===== src/rtl/sc_stream_decoder_if.sv =====
// Job/stream/result bundle for the stochastic-to-binary decoder.
interface sc_stream_decoder_if #(
  parameter int SHIFT_WIDTH = 6,
  parameter int CNT_WIDTH   = 6,
  parameter int OUT_WIDTH   = 32
);
  logic                   start;
  logic [SHIFT_WIDTH-1:0] shift_in;
  logic                   bit_in;
  logic                   bit_valid;
  logic                   busy;
  logic                   out_valid;
  logic                   out_ready;
  logic [OUT_WIDTH-1:0]   result;
  logic [CNT_WIDTH-1:0]   ones_cnt;

  // Producer of jobs and stream bits, consumer of results.
  modport master (
    output start, shift_in, bit_in, bit_valid, out_ready,
    input  busy, out_valid, result, ones_cnt
  );

  // The decoder itself.
  modport slave (
    input  start, shift_in, bit_in, bit_valid, out_ready,
    output busy, out_valid, result, ones_cnt
  );
endinterface


===== src/rtl/sc_stream_decoder.sv =====
// Stochastic stream decoder: counts 1s over a STREAM_LENGTH-bit unipolar
// stream, then left-shifts the count by the exponent latched with the job.
module sc_stream_decoder #(
  parameter int STREAM_LENGTH = 32,
  parameter int CNT_WIDTH     = 6,
  parameter int SHIFT_WIDTH   = 6,
  parameter int OUT_WIDTH     = 32
) (
  input  logic                   i_clk,
  input  logic                   i_rst,
  sc_stream_decoder_if.slave     bus
);

  typedef enum logic [1:0] {S_IDLE, S_ACCUM, S_HOLD} state_t;

  state_t                 r_state, w_state_nxt;
  logic [SHIFT_WIDTH-1:0] r_shift;
  logic [CNT_WIDTH-1:0]   r_len;
  logic [CNT_WIDTH-1:0]   r_ones;
  logic [CNT_WIDTH-1:0]   r_ones_cnt;
  logic [OUT_WIDTH-1:0]   r_result;

  logic                   w_take_bit;
  logic                   w_last_bit;
  logic                   w_accept;
  logic [CNT_WIDTH-1:0]   w_ones_nxt;
  logic [OUT_WIDTH-1:0]   w_denorm;

  // Bits only count in ACCUM; the bit moving len to STREAM_LENGTH closes the stream.
  assign w_take_bit = (r_state == S_ACCUM) && bus.bit_valid;
  assign w_last_bit = w_take_bit && (r_len == CNT_WIDTH'(STREAM_LENGTH - 1));
  // A job is accepted from IDLE, or on the result handshake cycle for zero-bubble chaining.
  assign w_accept   = bus.start && ((r_state == S_IDLE) ||
                                    ((r_state == S_HOLD) && bus.out_ready));
  assign w_ones_nxt = r_ones + CNT_WIDTH'(bus.bit_in);

  // De-normalise the final count; shifts past the result width flush to zero.
  always_comb begin
    w_denorm = '0;
    if (32'(r_shift) < OUT_WIDTH)
      w_denorm = OUT_WIDTH'(w_ones_nxt) << r_shift;
  end

  // Next-state logic.
  always_comb begin
    w_state_nxt = r_state;
    case (r_state)
      S_IDLE:  if (bus.start)     w_state_nxt = S_ACCUM;
      S_ACCUM: if (w_last_bit)    w_state_nxt = S_HOLD;
      S_HOLD:  if (bus.out_ready) w_state_nxt = bus.start ? S_ACCUM : S_IDLE;
      default:                    w_state_nxt = S_IDLE;
    endcase
  end

  // State register.
  always_ff @(posedge i_clk) begin
    if (i_rst) r_state <= S_IDLE;
    else       r_state <= w_state_nxt;
  end

  // Job counters and result registers; result persists until the next stream closes.
  always_ff @(posedge i_clk) begin
    if (i_rst) begin
      r_shift    <= '0;
      r_len      <= '0;
      r_ones     <= '0;
      r_ones_cnt <= '0;
      r_result   <= '0;
    end else begin
      if (w_accept) begin
        r_shift <= bus.shift_in;
        r_len   <= '0;
        r_ones  <= '0;
      end else if (w_take_bit) begin
        r_len  <= r_len + CNT_WIDTH'(1);
        r_ones <= w_ones_nxt;
      end
      if (w_last_bit) begin
        r_ones_cnt <= w_ones_nxt;
        r_result   <= w_denorm;
      end
    end
  end

  assign bus.busy      = (r_state != S_IDLE);
  assign bus.out_valid = (r_state == S_HOLD);
  assign bus.result    = r_result;
  assign bus.ones_cnt  = r_ones_cnt;

endmodule


===== src/flat_wrapper.sv =====
// flat-port wrapper written by rule: the top's interface ports become plain ports
module sc_stream_decoder_flat 
#(
  parameter int STREAM_LENGTH = 32,
  parameter int CNT_WIDTH     = 6,
  parameter int SHIFT_WIDTH   = 6,
  parameter int OUT_WIDTH     = 32
)
  (i_clk, i_rst, bus_start, bus_shift_in, bus_bit_in, bus_bit_valid, bus_out_ready, bus_busy, bus_out_valid, bus_result, bus_ones_cnt);
  sc_stream_decoder_if #(.SHIFT_WIDTH(SHIFT_WIDTH), .CNT_WIDTH(CNT_WIDTH), .OUT_WIDTH(OUT_WIDTH)) bus_i ();
  input  logic i_clk;
  input  logic i_rst;
  input wire logic [$bits(bus_i.start)-1:0] bus_start;
  input wire logic [$bits(bus_i.shift_in)-1:0] bus_shift_in;
  input wire logic [$bits(bus_i.bit_in)-1:0] bus_bit_in;
  input wire logic [$bits(bus_i.bit_valid)-1:0] bus_bit_valid;
  input wire logic [$bits(bus_i.out_ready)-1:0] bus_out_ready;
  output wire logic [$bits(bus_i.busy)-1:0] bus_busy;
  output wire logic [$bits(bus_i.out_valid)-1:0] bus_out_valid;
  output wire logic [$bits(bus_i.result)-1:0] bus_result;
  output wire logic [$bits(bus_i.ones_cnt)-1:0] bus_ones_cnt;
  assign bus_i.start = bus_start;
  assign bus_i.shift_in = bus_shift_in;
  assign bus_i.bit_in = bus_bit_in;
  assign bus_i.bit_valid = bus_bit_valid;
  assign bus_i.out_ready = bus_out_ready;
  assign bus_busy = bus_i.busy;
  assign bus_out_valid = bus_i.out_valid;
  assign bus_result = bus_i.result;
  assign bus_ones_cnt = bus_i.ones_cnt;
  sc_stream_decoder #(.STREAM_LENGTH(STREAM_LENGTH), .CNT_WIDTH(CNT_WIDTH), .SHIFT_WIDTH(SHIFT_WIDTH), .OUT_WIDTH(OUT_WIDTH)) u_core (.i_clk(i_clk), .i_rst(i_rst), .bus(bus_i));
endmodule

===== config.mk =====
export PLATFORM = sky130hd
export DESIGN_NAME = sc_stream_decoder_flat
export DESIGN_NICKNAME = d
export VERILOG_FILES = /design/src/rtl/sc_stream_decoder_if.sv /design/src/rtl/sc_stream_decoder.sv /design/src/flat_wrapper.sv
export SDC_FILE = /design/constraint.sdc
export NUM_CORES = 1
export LEC_CHECK = 0
export ABC_AREA = 1
export CORE_ASPECT_RATIO = 0.8
export CORE_UTILIZATION = 33
export CTS_BUF_LIST = sky130_fd_sc_hd__clkbuf_8 sky130_fd_sc_hd__clkbuf_16
export CTS_CLUSTER_DIAMETER = 100
export DETAILED_ROUTE_END_ITERATION = 16
export HOLD_SLACK_MARGIN = 0.15
export PLACE_DENSITY = 0.57
export SYNTH_ARGS = -nofsm -noshare
export SYNTH_HDL_FRONTEND = slang
export SYNTH_SLANG_ARGS = --single-unit

===== constraint.sdc =====
create_clock -name i_clk -period 2.75 [get_ports i_clk]
set_input_delay 0.825 -clock i_clk [delete_from_list [all_inputs] [get_ports i_clk]]
set_output_delay 0.825 -clock i_clk [all_outputs]
set_load 0.05 [all_outputs]

### Word-level counts from Yosys, hierarchy flattened

Index checks and enable logic that the tools add are counted.

* register bits: 58
* latch bits: 0
* memory bits (writable): 0
* ROM bits: 0
* input port bits: 12
* word-level logic and storage cells: 31
* memories: 0

* add/subtract/negate cells: 2
* multipliers: 0
* div/mod/pow operators: 0
* order comparisons: 1
* equality and inequality tests: 6
* shift-type cells: 1
* mux-type cells: 6
* bitwise gates (word level): 0
* reduce and logical (&&, ||, !) cells: 9

Operator list (count)
* $mux W32: 1
* $shl A6 B6 Y32: 1
* $add A6 B1 Y6: 1
* $add A6 B1 Y6 const B: 1
* $eq A6 B5 Y1 const B: 1
* $lt A6 B6 Y1 const B: 1
* $mux W2: 3
* $pmux W2 S3: 1
* $logic_and A1 B1 Y1: 4
* $ne A2 B2 Y1 const B: 2
* $reduce_and A3 Y1: 1
* $eq A2 B1 Y1 const B: 1
* $eq A2 B2 Y1 const B: 1
* $logic_not A2 Y1: 1
* $ne A2 B1 Y1 const B: 1
* $reduce_bool A2 Y1: 1
* $reduce_or A2 Y1: 1
* $logic_or A1 B1 Y1: 1
* $mux W1: 1

### Logic depth before layout (Yosys ltp)

Gate-level depths: netlist of run 1.

* word-level depth: 5
* gate-level depth with buffers: 13
* depth with buffers taken out: 13

### Least setup slack after synthesis of run 1

No wires, ideal clock.

* path kind: in2reg
* from: in bus_bit_in
* to: reg u_core.r_result[27], in the netlist u_core.bus.result[27]
* library setup time: 132 ps
* arrival: 2081 ps
* data required time: 2618 ps
* setup slack: 537 ps
* stages on the path: 9
* path through: ha_1 > ha_1 > inv_1 > o21ai_0 > or2_2 > nand3_1 > nand2_1 > nand3_1 > a21oi_1

* cells in the longest elaborated chain, start to end: 3

Ends and longest elaborated chain
* start: declaration: RTL line flat_wrapper.sv:15 `input wire logic [$bits(bus_i.bit_in)-1:0] bus_bit_in;`
* $add A6 B1 Y6: RTL line sc_stream_decoder.sv:35 `assign w_ones_nxt = r_ones + CNT_WIDTH'(bus.bit_in);`
* net u_core.w_ones_nxt[1]: RTL line sc_stream_decoder.sv:26 `logic [CNT_WIDTH-1:0] w_ones_nxt;`
* $shl A6 B6 Y32: RTL line sc_stream_decoder.sv:41 `w_denorm = OUT_WIDTH'(w_ones_nxt) << r_shift;`
* $mux W32: RTL line sc_stream_decoder.sv:40 `if (32'(r_shift) < OUT_WIDTH)`
* end signal: assignment: RTL line sc_stream_decoder.sv:80 `r_result <= w_denorm;`
* end: declaration: RTL line sc_stream_decoder.sv:21 `logic [OUT_WIDTH-1:0] r_result;`

The timed path passes the listed nets, and every way through them passes these cells.
A chain may end at the register's enable or synchronous reset.

### Worst setup path in the final report of run 1

* from: reg u_core.r_state[1]
* to: out bus_out_valid

* cells in the longest elaborated chain, start to end: 1

Ends and longest elaborated chain
* start: declaration: RTL line sc_stream_decoder.sv:16 `state_t r_state, w_state_nxt;`
* start signal: assignment: RTL line sc_stream_decoder.sv:58 `else r_state <= w_state_nxt;`
* $eq A2 B2 Y1: RTL line sc_stream_decoder.sv:86 `assign bus.out_valid = (r_state == S_HOLD);`
* end: declaration: RTL line flat_wrapper.sv:19 `output wire logic [$bits(bus_i.out_valid)-1:0] bus_out_valid;`

Every way passes these cells.

==> run summary, run 1 <==
Clock Path Buffers -> 2
Reg2Reg Depth -> 7
Dominant cell type by area after synthesis -> dfxtp_1
Initial antenna violation count -> 0
Detailed Routing Iterations Pass 1 -> 4
Post-synthesis simple-gate area fraction -> 32.7%
Share of the synthesized area in the top cell type -> 42.5%
Min Clock Period, post-route -> 2.54 ns
CP Max Fanout -> 5
Later-pin clock latency in the skew report -> 0.34 ns
Worst-margin pin slew -> 0.507 ns
Yosys warning count -> 0
Hold crit path type -> reg2reg
HPWL Detailed -> 5.31 mm
CP Launch Type -> flop
Setup violators final -> 0
Final WS setup -> 0.208 ns
Detailed-route wire length -> 7.12 mm
Post-synthesis mux area share -> 0%
Post-Synth XOR/XNOR Area -> 0.962%
Vias in the first global route -> 2,590
Synth Cell Area -> 2730 um^2
Leak -> 0.00138 uW
Row count -> 29
Via count -> 2,671
Antenna diodes -> 0
Power Total -> 1860 uW
Ranking of synthesized cells by area -> dfxtp_1 (42%), nand2_1 (13%), a21oi_1 (8.8%), nand3_1 (8.1%), o21ai_0 (4.6%)
CTS tree -> done
Synthesis-stage register bit count -> 58
Post-layout util -> 45.2%
Area Growth Syn to Fin -> 32.1%
Wire per inst -> 12.8 um
Worst Clk Skew -> 0.00762 ns
Synth Flop Type -> dfxtp_1
Routed Antenna Nets -> 0
Congestion Overflow GR -> 0
Die area -> 8650 um^2
Setup crit start -> u_core.r_state[1]
Global Route met1 Usage -> 26.2%
Starting Density -> 34.2%
Worst reg2reg path endpoint -> u_core.bus.result[22]
Largest family of logic cells by synthesized area -> simple AND/OR/NAND/NOR gates
Worst setup EP type -> primary output
Synth Area in Adders -> 1.37%
Mapped Nets -> 399
Mapped Avg Cell Area -> 7.12 um^2
Compound-Gate Fraction of Synth Area -> 15.8%
Critical Path End -> bus_out_valid
Clk sinks -> 58
First-pass GRT wire length -> 12.5 mm
Clk slew on worst S/H paths -> 0.06 ns
Remaining DRCs -> 0
RR Startpoint -> u_core.r_len[0]
Max Fclk -> 393 MHz
Unrepaired setup endpoints after global routing -> no
Outcome -> finished, final reports clean
Post-synth EDFFs -> 0
DIE HEIGHT -> 83.4 um
CP required -> 1.93 ns
Max-cap violations -> 0
Setup bufs post-CTS -> 0
Pwr dens -> 515 nW/um^2
Share of flip-flops with an asynchronous set or reset -> 0%
Clock Tree Root -> clkbuf_8
Most instantiated cells after synthesis -> nand2_1 (98), dfxtp_1 (58), a21oi_1 (48)
Fin Setup TNS -> 0 ns
Most common cell in the netlist -> nand2_1
Core Region -> 7980 um^2
Final period util -> 92.4%
Peak supply drop -> 0.203 mV
Critical path class -> reg2out
Share of layout cells above drive strength 1 -> 9.87%
H-tree depth -> 3
Relative slew slack -> 66.0%
Slew Viols, Final -> 0
Gr usage total -> 18.3%
Met2 usage -> 26.1%
# IOs -> 52
Initial DRC Count -> 155
Chip Width -> 104 um
Nets -> 457
CTS Buf Count -> 9
IO Port Bufs -> 51
Seq/Total Area, Yosys -> 42.5%
Library cells used by synthesis -> 31
Grt met3 use -> 4.79%
Global placer's final weighted congestion -> 0.917
Largest net degree at the start of global routing -> 33
R2R Setup Slk -> 0.92 ns
Post-synthesis cell count -> 384
WP data arrival -> 1.72 ns
Pre-CTS setup slack -> -0.0381 ns
Hold Violations, Final -> 0
Busiest grt layer -> met1
Via density -> 4.82
## routing by layer
| layer | part of all wire (%) | wire length, um |
|---|---|---|
| met5 | 0 | 0 |
| met4 | 1.1 | 81 |
| met3 | 5.7 | 406 |
| met2 | 40 | 2870 |
| met1 | 53 | 3760 |
## state kept, by name (all words and copies together), names as in the netlist
signal and flops:
u_core.bus.ones_cnt 6, u_core.r_ones 6, u_core.r_len 6, u_core.r_state 2, u_core.r_shift 6, u_core.bus.result 32
## cells in the final DEF (no fill, tap or decap), types with 3 or more instances in the layout
master	instances
nand3_1	44
inv_2	3
nor2_1	23
clkbuf_8	12
nand4_1	10
buf_4	13
dfxtp_1	58
o21ai_0	24
clkinv_1	3
nor2_4	3
o21ai_1	4
clkdlybuf4s50_1	51
ha_1	3
a21oi_1	48
inv_1	25
nand2_1	98
xor2_1	3
## final cells by class
cell class / count / area [um^2]
Clock buffer: 12 / 165
Clock inverter: 3 / 38.8
Fill cell: 828 / 4370
Inverter: 30 / 113
Multi-Input combinational cell: 279 / 1390
Sequential cell: 58 / 1160
Tap cell: 108 / 135
Timing Repair Buffer: 64 / 608
## logic make-up after synthesis
logic type,Yosys count
simple gates,190
compound gates,83
flops,58
buf+inv,47
xor+xnor,3
fa+ha+maj,3
## stage by stage
stage               cell area [um^2]  hold WS [ns]  instances
finish                          3610         0.461        554
detailed placement              3410         0.458        539
CTS                             3610         0.468        554
global placement                3410         0.452        539
floorplan                       2730         0.445        384
global route                    3610         0.487        554
## power by group
part	internal [uW]	total [uW]	switching, uW	leakage [uW]
Combinational	58.3	169	111	0.000800
Clock	483	809	327	0.000110
Sequential	853	880	27.3	0.000469
Total	1390	1860	465	0.00138
## critical path, stage by stage, from the launching register on
cell and delay, ns:
dfxtp_1 0.35, inv_2 0.07, nor2_1 0.13, clkdlybuf4s50_1 0.82
## timing repair
item,CTS,global route
endpoints found under the hold margin,0,0
setup endpoints to repair,0,1
resized for setup,0,1
hold buffers,0,0
## worst min path at each step
stage                                      from                     to  slack [ns]  cells after the start
after floorplan                u_core.r_ones[0]       u_core.r_ones[0]        0.44                      2
after global placement         u_core.r_ones[0]       u_core.r_ones[0]        0.45                      2
after detailed placement  u_core.bus.result[25]  u_core.bus.result[25]        0.46                      2
after CTS                 u_core.bus.result[25]  u_core.bus.result[25]        0.47                      2
after global routing       u_core.bus.result[7]   u_core.bus.result[7]        0.49                      2
final                     u_core.bus.result[25]  u_core.bus.result[25]        0.46                      2
No activity file was read; power rests on OpenSTA's default activity.
==> run 2: changes to the inputs <==
--- a/config.mk
+++ b/config.mk
@@ -16,3 +16,4 @@
 export SYNTH_ARGS = -nofsm -noshare
 export SYNTH_HDL_FRONTEND = slang
 export SYNTH_SLANG_ARGS = --single-unit
+export TNS_END_PERCENT = 10
==> results of run 2 <==
No change in the layout: final DEF, timing and power equal those of run 1.
==> run 3: changes to the inputs <==
--- a/config.mk
+++ b/config.mk
@@ -7,12 +7,15 @@
 export LEC_CHECK = 0
 export ABC_AREA = 1
 export CORE_ASPECT_RATIO = 0.8
+export CORE_MARGIN = 4
 export CORE_UTILIZATION = 33
 export CTS_BUF_LIST = sky130_fd_sc_hd__clkbuf_8 sky130_fd_sc_hd__clkbuf_16
 export CTS_CLUSTER_DIAMETER = 100
 export DETAILED_ROUTE_END_ITERATION = 16
 export HOLD_SLACK_MARGIN = 0.15
+export MAX_ROUTING_LAYER = met4
 export PLACE_DENSITY = 0.57
+export SLEW_MARGIN = 20
 export SYNTH_ARGS = -nofsm -noshare
 export SYNTH_HDL_FRONTEND = slang
 export SYNTH_SLANG_ARGS = --single-unit
==> run summary, run 3 (synthesized netlist as in run 1, its figures left out) <==
Starting Density -> 34.2% (unchanged)
Chip Width -> 110 um (+5.8%)
Critical path class -> reg2out
H-tree depth -> 3 (unchanged)
Global placer's final weighted congestion -> 0.971 (+5.9%)
First-pass GRT wire length -> 12.5 mm (about the same)
Fin Setup TNS -> 0 ns (unchanged)
Final WS setup -> 0.206 ns (-0.00179 ns)
Via count -> 2,698 (+1.0%)
Pre-CTS setup slack -> -0.103 ns (-0.0652 ns)
CP required -> 1.93 ns (about the same)
Row count -> 29 (unchanged)
Hold Crit Depth -> 2 (unchanged)
Worst setup EP type -> primary output
WP data arrival -> 1.72 ns (about the same)
Unrepaired setup endpoints after global routing -> no
Wire per inst -> 13.4 um (+4.6%)
Pwr dens -> 556 nW/um^2 (+8.0%)
# resized after CTS -> 0 (unchanged)
# IOs -> 52 (unchanged)
Vias in the first global route -> 2,592 (+0.077%)
Routed Antenna Nets -> 0 (unchanged)
Area Growth Syn to Fin -> 33.9%
Commonest non-fill, non-tap cell in the layout -> nand2_1
IO Port Bufs -> 51 (unchanged)
Outcome -> finished, final reports clean
Commonest non-fill, non-tap cells in the layout -> nand2_1 (98), dfxtp_1 (58), clkdlybuf4s50_1 (51), a21oi_1 (48), nand3_1 (44)
HPWL Detailed -> 5.61 mm (+5.7%)
Share of layout cells above drive strength 1 -> 10.3% (+0.43 points)
CP Max Fanout -> 5 (unchanged)
Worst Hold Launch -> u_core.r_ones[0]
Initial DRC Count -> 186 (+20%)
Clock Tree Root -> clkbuf_8
Final period util -> 92.5% (about the same)
WHS Endpoint -> u_core.r_ones[0]
CP Cell Sequence -> inv_2, nor2_1, clkdlybuf4s50_1
Antenna diodes -> 0 (unchanged)
CP Launch Type -> flop
Clk sinks -> 58 (unchanged)
Gr usage total -> 16.9% (-1.4 points)
Worst path top cell family by delay -> buffers and inverters
Slew Viols, Final -> 0 (unchanged)
Min Clock Period, post-route -> 2.54 ns (+0.00179 ns)
DP Cell Count -> 539 (unchanged)
RR Startpoint -> u_core.r_len[1]
Detailed-route wire length -> 7.46 mm (+4.8%)
Hold crit path type -> reg2reg
CP bufs+invs -> 2 (unchanged)
Core Region -> 7980 um^2 (unchanged)
Later-pin clock latency in the skew report -> 0.34 ns (about the same)
Leak -> 0.00140 uW (+1.5%)
Worst reg2reg path endpoint -> u_core.bus.result[22]
Max-cap violations -> 0 (unchanged)
Via density -> 4.86 (+0.83%)
DIE HEIGHT -> 89.4 um (+7.2%)
Die area -> 9810 um^2 (+13%)
Worst Clk Skew -> 0.0106 ns (+0.00303 ns)
Setup bufs post-CTS -> 0 (unchanged)
Reg2Reg Depth -> 7 (unchanged)
CP peak stage delay -> 0.83 ns (about the same)
Remaining DRCs -> 0 (unchanged)
CP max stage cell -> clkdlybuf4s50_1
Nets -> 457 (unchanged)
Peak supply drop -> 0.277 mV (+36%)
Worst-margin pin slew -> 0.509 ns (+0.00159 ns)
Non-filler cells, final -> 555 (+0.18%)
Largest net degree at the start of global routing -> 33 (unchanged)
Relative slew slack -> 65.8% (-0.21 points)
CTS Buf Count -> 9 (unchanged)
Detailed Routing Iterations Pass 1 -> 5 (+1)
Power Total -> 2030 uW (+9.5%)
Setup violators final -> 0 (unchanged)
CTS tree -> done
CTS Hold Bufs -> 0 (unchanged)
Max reg flops -> 32 (unchanged)
R2R Setup Slk -> 0.88 ns (-0.04 ns)
Clock Path Buffers -> 2 (unchanged)
Hold Violations, Final -> 0 (unchanged)
Max Fclk -> 393 MHz (about the same)
Congestion Overflow GR -> 0 (unchanged)
Initial antenna violation count -> 0 (unchanged)
Clk slew on worst S/H paths -> 0.07 ns (about the same)
## run 3: cell count changes in the layout (fill, tap and decap cells not counted)
cell and change:
bufinv_16 +2, clkbuf_8 -1, clkinv_2 +1, inv_1 -1, o21ai_0 +1, o21ai_1 -1
## run 3: where the power goes
part           total [uW]  internal, uW  switching [uW]
sequential            880           853            27.2
combinational         169          57.6             111
clock                 985           648             337
total                2030          1560             476
## run 3: area by class of cell
type,instances,area (um^2)
Clock buffer,11,151
Clock inverter,5,100
Fill cell,830,4320
Inverter,30,113
Multi-Input combinational cell,279,1390
Sequential cell,58,1160
Tap cell,108,135
Timing Repair Buffer,64,608
## run 3: worst max path at each step
stage	cells past startpoint	to	startpoint	slack, ns
2_1_floorplan	9	u_core.bus.result[27]	bus_bit_in	0.54
3_3_place_gp	10	u_core.bus.result[19]	bus_bit_in	-0.10
3_5_place_dp	10	u_core.bus.result[11]	bus_bit_in	-0.10
4_1_cts	3	bus_out_valid	u_core.r_state[1]	0.19
5_1_grt	12	u_core.bus.result[19]	bus_bit_in	0.06
6_report	3	bus_out_valid	u_core.r_state[1]	0.21
## run 3: per-layer routing
layer	track usage [%]	share of wire (%)
met4	5.78	0.42
met1	23.7	52
met3	3.97	5.6
met2	23.9	42
met5	-	0
## run 3: per-stage QoR
step / hold slack (ns) / utilization, % / instance area (um^2)
2_1_floorplan: 0.445 / - / 2730
3_3_place_gp: 0.452 / 42.7 / 3410
3_5_place_dp: 0.457 / 42.7 / 3410
4_1_cts: 0.467 / 45.8 / 3660
5_1_grt: 0.493 / 45.8 / 3660
6_report: 0.466 / 45.8 / 3660
## run 3: tightest hold or removal path, stage by stage, from the launching register on
cell,delay [ns]
dfxtp_1,0.31
nand2_1,0.06
a21oi_1,0.05
